File: config.mk
export PLATFORM = sky130hd
export DESIGN_NAME = mmio_tx_responder
export DESIGN_NICKNAME = d
export VERILOG_FILES = /design/src/rtl/mmio_tx_responder.sv
export SDC_FILE = /design/constraint.sdc
export NUM_CORES = 1
export LEC_CHECK = 0
export CAP_MARGIN = 20
export CORE_MARGIN = 10
export CORE_UTILIZATION = 30
export CTS_CLUSTER_SIZE = 28
export DETAILED_ROUTE_END_ITERATION = 6
export SYNTH_ARGS = -nofsm -noshare
export SYNTH_HDL_FRONTEND = slang
export SYNTH_SLANG_ARGS = --single-unit
File: constraint.sdc
create_clock -name clk -period 10 [get_ports clk]
set_input_delay 2 -clock clk [delete_from_list [all_inputs] [get_ports clk]]
set_output_delay 2 -clock clk [all_outputs]
set_load 0.01 [all_outputs]
File: src/rtl/mmio_tx_responder.sv
// mmio_tx_responder: CPU-mapped TX FIFO plus STATUS/CTRL/CYCLE registers, drained over a valid/ready stream.
// Latency: register reads are combinational; a stored word can be offered on tx_data the cycle after the store.
// Backpressure: tx_data holds while tx_ready=0; a store to a full FIFO without a same-cycle pop is dropped and sets ovf.
// Optional build macro MMIO_IRQ_EN adds the irq output, STATUS.irqf and CTRL.ie.
module mmio_tx_responder #(
    parameter logic [31:0] BASE_ADDR = 32'h0000_0080,
    parameter int unsigned DEPTH     = 4
) (
    input  logic        clk,
    input  logic        reset,
    input  logic        MemWrite,
    input  logic [31:0] DataAdr,
    input  logic [31:0] WriteData,
    output logic [31:0] ReadData,
    output logic        sel,
    output logic [31:0] tx_data,
    output logic        tx_valid,
    input  logic        tx_ready
`ifdef MMIO_IRQ_EN
    ,
    output logic        irq
`endif
);

    localparam int unsigned AW = (DEPTH > 1) ? $clog2(DEPTH) : 1;
    localparam int unsigned CW = $clog2(DEPTH) + 1;

    localparam logic [1:0] OFF_DATA = 2'd0;
    localparam logic [1:0] OFF_STAT = 2'd1;
    localparam logic [1:0] OFF_CYC  = 2'd2;
    localparam logic [1:0] OFF_CTRL = 2'd3;

    // FIFO storage and bookkeeping
    logic [31:0]   mem [DEPTH];
    logic [AW-1:0] rd_ptr;
    logic [AW-1:0] wr_ptr;
    logic [CW-1:0] count;
    logic          fifo_full;
    logic          fifo_empty;

    // Control/status state
    logic          en;
    logic          en_d;
    logic          ovf;
    logic          ovf_d;
    logic          ie;
    logic          irqf;
    logic [31:0]   cycle_q;

    // Bus decode
    logic [1:0]    reg_off;
    logic          bus_wr;
    logic          stat_wr;
    logic          cyc_wr;
    logic          ctrl_wr;

    // FIFO handshake events
    logic          push_req;
    logic          push;
    logic          pop;
    logic          drop;

    logic [7:0]    count8;
    logic [31:0]   rd_word;

    // Low address bits and the window's own offset bits carry no meaning here.
    logic          unused_bits;
    assign unused_bits = ^{DataAdr[1:0], BASE_ADDR[3:0]};

    assign sel      = (DataAdr[31:4] == BASE_ADDR[31:4]);
    assign reg_off  = DataAdr[3:2];
    assign bus_wr   = MemWrite & sel;
    assign stat_wr  = bus_wr & (reg_off == OFF_STAT);
    assign cyc_wr   = bus_wr & (reg_off == OFF_CYC);
    assign ctrl_wr  = bus_wr & (reg_off == OFF_CTRL);

    assign fifo_full  = (count == CW'(DEPTH));
    assign fifo_empty = (count == '0);

    // Stream outputs depend only on registered state, never on tx_ready.
    assign tx_valid = en & ~fifo_empty;
    assign tx_data  = fifo_empty ? 32'h0 : mem[rd_ptr];

    // A pop frees a slot in the same cycle, so a full FIFO can still accept a push.
    assign pop      = tx_valid & tx_ready;
    assign push_req = bus_wr & (reg_off == OFF_DATA);
    assign push     = push_req & (~fifo_full | pop);
    assign drop     = push_req & fifo_full & ~pop;

    assign count8   = 8'(count);

    // FIFO storage write; the array itself needs no reset because count gates visibility.
    always_ff @(posedge clk) begin
        if (!reset && push) begin
            mem[wr_ptr] <= WriteData;
        end
    end

    // FIFO pointers and occupancy; pointers wrap naturally at DEPTH (power of two).
    always_ff @(posedge clk) begin
        if (reset) begin
            rd_ptr <= '0;
            wr_ptr <= '0;
            count  <= '0;
        end else begin
            if (push) begin
                wr_ptr <= wr_ptr + AW'(1);
            end
            if (pop) begin
                rd_ptr <= rd_ptr + AW'(1);
            end
            if (push && !pop) begin
                count <= count + CW'(1);
            end else if (pop && !push) begin
                count <= count - CW'(1);
            end
        end
    end

    // Next-state for drain enable and the sticky overflow flag; a new drop beats a same-cycle clear.
    always_comb begin
        en_d  = en;
        ovf_d = ovf;
        if (ctrl_wr) begin
            en_d = WriteData[0];
        end
        if (stat_wr && WriteData[2]) begin
            ovf_d = 1'b0;
        end
        if (drop) begin
            ovf_d = 1'b1;
        end
    end

    // Control/status registers.
    always_ff @(posedge clk) begin
        if (reset) begin
            en  <= 1'b0;
            ovf <= 1'b0;
        end else begin
            en  <= en_d;
            ovf <= ovf_d;
        end
    end

    // Free-running cycle counter; a store to CYCLE restarts it from zero.
    always_ff @(posedge clk) begin
        if (reset || cyc_wr) begin
            cycle_q <= '0;
        end else begin
            cycle_q <= cycle_q + 32'd1;
        end
    end

`ifdef MMIO_IRQ_EN
    logic ie_d;
    logic irqf_d;
    logic drain_done;
    logic irq_q;

    // The FIFO goes empty through a pop only when the last word leaves and nothing replaces it.
    assign drain_done = pop & (count == CW'(1)) & ~push;

    // Next-state for irq enable and the drain-complete flag; setting beats a same-cycle clear.
    always_comb begin
        ie_d   = ie;
        irqf_d = irqf;
        if (ctrl_wr) begin
            ie_d = WriteData[1];
        end
        if (stat_wr && WriteData[3]) begin
            irqf_d = 1'b0;
        end
        if (drain_done) begin
            irqf_d = 1'b1;
        end
    end

    // Interrupt state; irq is a flop so the output is glitch-free.
    always_ff @(posedge clk) begin
        if (reset) begin
            ie    <= 1'b0;
            irqf  <= 1'b0;
            irq_q <= 1'b0;
        end else begin
            ie    <= ie_d;
            irqf  <= irqf_d;
            irq_q <= irqf_d & ie_d;
        end
    end

    assign irq = irq_q;
`else
    assign ie   = 1'b0;
    assign irqf = 1'b0;
`endif

    // Zero-latency register read mux; reads show the state before the coming edge.
    always_comb begin
        rd_word = '0;
        case (reg_off)
            OFF_DATA: rd_word = tx_data;
            OFF_STAT: rd_word = {8'h00, count8, 12'h000, irqf, ovf, fifo_empty, fifo_full};
            OFF_CYC:  rd_word = cycle_q;
            default:  rd_word = {30'h0, ie, en};
        endcase
        ReadData = sel ? rd_word : 32'h0;
    end

endmodule

==> impl_metrics.ini <==
[floorplan]
fp.dieH_um = 181
pin_count = 134
fp.dieW_um = 181
rows = 58
start_util_pct = 30.6
core_um2 = 25300
dieArea_um2 = 32700

[worst_hold_path]
hp-start = cycle_q[0]
hold_depth = 1
min_to = cycle_q[0]
hold_class = reg2reg

[synth]
synth-simple-area-share_pct = 16.8
ys_types = 51
synth_fa_ha_area_share_pct = 1.23
synth_nets = 642
syn_inst = 567
netlist_area_um2 = 7760
synth_edf_count = 128
yosysWarnings = 0
yosysSeqAreaShare_pct = 60.7
ys_ff_latch = 171
async_flop_share_pct = 0
ys.flop_type = edfxtp_1
avgSynthCellArea_um2 = 13.7
synth-compound-area-share_pct = 6.65
muxShareOfSynthArea_pct = 9.82
synth_xor_area_share_pct = 1.81
synth_top_family_by_area = simple AND/OR/NAND/NOR gates

[drt]
routedWlPerCell_um = 18.7
drt_iter0_drc = 318
routed_wirelength_um = 19400
drtPass1Iterations = 4
vias_per_cell = 4.74
detail-route-antenna-nets = 0
vias = 4929
drcViolationCount = 0

[sta]
setup_viol = 0
rsz0062_at_grt = false
hold_violations = 0
tightest_slew_ns = 0.933
final.setup.tns_ns = 0
finClkSkew_ns = 0.0112
setup_ws_ns = 3.45
fmax_mhz = 153
whs_ns = 0.494
slew_viol_final = 0
fin_crit_ns = 6.55
finalCritPeriodShare_pct = 65.5
maxSlewHeadroom_pct = 37.1

[worst_setup_path]
cp-end-kind = output port
r2r_start = count[1]
reg2reg_depth = 9
cp_max_fo = 25
worstPathArrival_ns = 4.55
setup.worst_path.start_class = primary input
required_ns = 8.00
r2r_end = count[2]
worstSetupPathType = in2out
rrSetupSlack_ns = 7.29

[cts]
cts_buffers = 17
htree_levels = 4
cts_tree = done
clockBufferDepth = 2
worstSkewPairLatency_ns = 0.43
cts.clk_slew.worst_paths_ns = 0.07
holdBufCountCts = 0
cts_setup_buffers = 0
cts.repair.resized = 0
cts.sinks = 171
cts_root_buffer = clkbuf_16

[place]
dp_hpwl_um = 14100
io_buffers = 131
dpl_cell_area_um2 = 9390
pre_cts_slack_ns = 3.43
gp_congestion = 0.803
place_inst = 1003

[layout]
fin_cells = 1039
drive_above_1_share_pct = 15.9
fin_area_um2 = 10000
fill_cells = 2345
multiInputGateArea_um2 = 2850
nNetsFinal = 767
regArea_um2 = 4710
area_delta_synth_final_pct = 29.1

[power]
p_seq_share_pct = 51.4
irDropWorstVdd_mv = 0.105
swShare_pct = 22.4
combPwrFrac_pct = 3.3
p_leak_nw = 3.02
power_density_nw_per_um2 = 148
p_switching_mw = 0.333
p_int_mw = 1.15
power.share.clock_pct = 45.4

[outcome]
status = finished, final reports clean

[global_routing]
overflow = 0
grt_max_degree = 65
antenna_found_initial = 6
grtUsageTotal_pct = 11.7
grt_pass1_wl_um = 30000
grt_pass1_vias = 5045

[job]
cap_violations = 0
[sequential cells by signal, indices dropped and copies added, names as in the netlist, named ones only]
register and flops:
count 3, cycle_q 32, en 1, mem 128, ovf 1, rd_ptr 2, wr_ptr 2
[how the worst max path moves through the flow]
stage,startpoint,end,slack (ns),depth (start not counted)
after floorplan,DataAdr[20],mem[0][0],3.34,4
after global placement,DataAdr[19],ReadData[15],3.43,7
after detailed placement,DataAdr[27],ReadData[15],3.43,7
after CTS,DataAdr[27],ReadData[4],3.44,7
after global routing,DataAdr[19],ReadData[4],3.26,7
final,DataAdr[19],ReadData[15],3.45,7
[power by group through the flow]
stage / combinational, mW / sequential [mW] / clock (mW)
global route: 0.0529 / 0.763 / 0.718
detailed placement: 0.0493 / 0.779 / 0
floorplan: 0.0132 / 0.779 / 0
CTS: 0.0494 / 0.763 / 0.688
finish: 0.0489 / 0.763 / 0.674
global placement: 0.0483 / 0.779 / 0
[metrics by stage]
stage	power [mW]	util (%)
6_report	1.49	39.5
5_1_grt	1.53	39.5
4_1_cts	1.50	39.5
3_5_place_dp	0.828	37.1
3_3_place_gp	0.827	37.1
2_1_floorplan	0.792	-
[logic make-up (layout without fill, tap and decap cells)]
family	after synthesis	count (layout)
AOI/OAI and AO/OA	78	78
xor gates and xnor gates	16	16
adders and majority gates	7	7
buffers and inverters	46	184
DFF	171	171
muxes	36	36
other	0	4
and+or+nand+nor	213	213
[cells in the final DEF (no fill, tap or decap), drive strengths merged, types with 3 or more instances in the layout]
master	instances
a21oi	46
a31oi	5
and2	34
and4	5
buf	10
clkbuf	17
clkdlybuf4s50	130
clkinv	3
dfxtp	43
diode	4
edfxtp	128
ha	6
inv	22
mux2i	3
mux4	32
nand2	48
nand2b	27
nand3	12
nand3b	5
nand4	11
nor2	24
nor4	10
o21ai	15
o31ai	9
or3	14
or4	9
xnor2	4
xor2	12
[per-layer routing]
| metal | GRT usage, % | routed length (um) | up-vias | share of wire, % |
|---|---|---|---|---|
| li1 | - | - | 2385 | - |
| met4 | 4.30 | 342 | 4 | 1.8 |
| met5 | 0 | 27 | - | 0.14 |
| met1 | 13.6 | 8060 | 2440 | 41 |
| met2 | 20.1 | 10100 | 76 | 52 |
| met3 | 3.26 | 887 | 24 | 4.6 |
[worst max-delay path: stages]
cell and delay, ns:
clkdlybuf4s50_1 0.40, nor4_1 0.30, nand3_1 0.34, or3_1 0.43, buf_4 0.26, a21oi_2 0.22, clkdlybuf4s50_1 0.59
[cell usage after synthesis, types with 9 or more instances]
master    instances  share of area [%]
edfxtp_1        128                 50
nand2_1          48                2.3
dfxtp_1          43                 11
and2_1           34                2.7
mux4_2           32                9.3
nand2b_1         27                2.2
a21oi_1          26                1.7
nor2_1           24                1.2
a21oi_2          20                2.3
o21ai_0          15               0.97
or3_1            14                1.1
clkbuf_1         12               0.58
inv_1            12               0.58
xor2_1           12                1.4
nand3_1          11               0.71
buf_2            10               0.65
nand4_1           9               0.73
or4_1             9               0.87
[final cells by class]
cell class / count / share of cell area, %
multi-input cells: 350 / 28.5
inverters: 12 / 0.450
diodes: 4 / 0.100
clock inverters: 15 / 1.86
clock buffers: 17 / 4.25
flip-flops and latches: 171 / 47.0
well taps: 330 / 4.12
repair buffers: 140 / 13.7
Note: power is estimated with default switching activity, not from simulation.
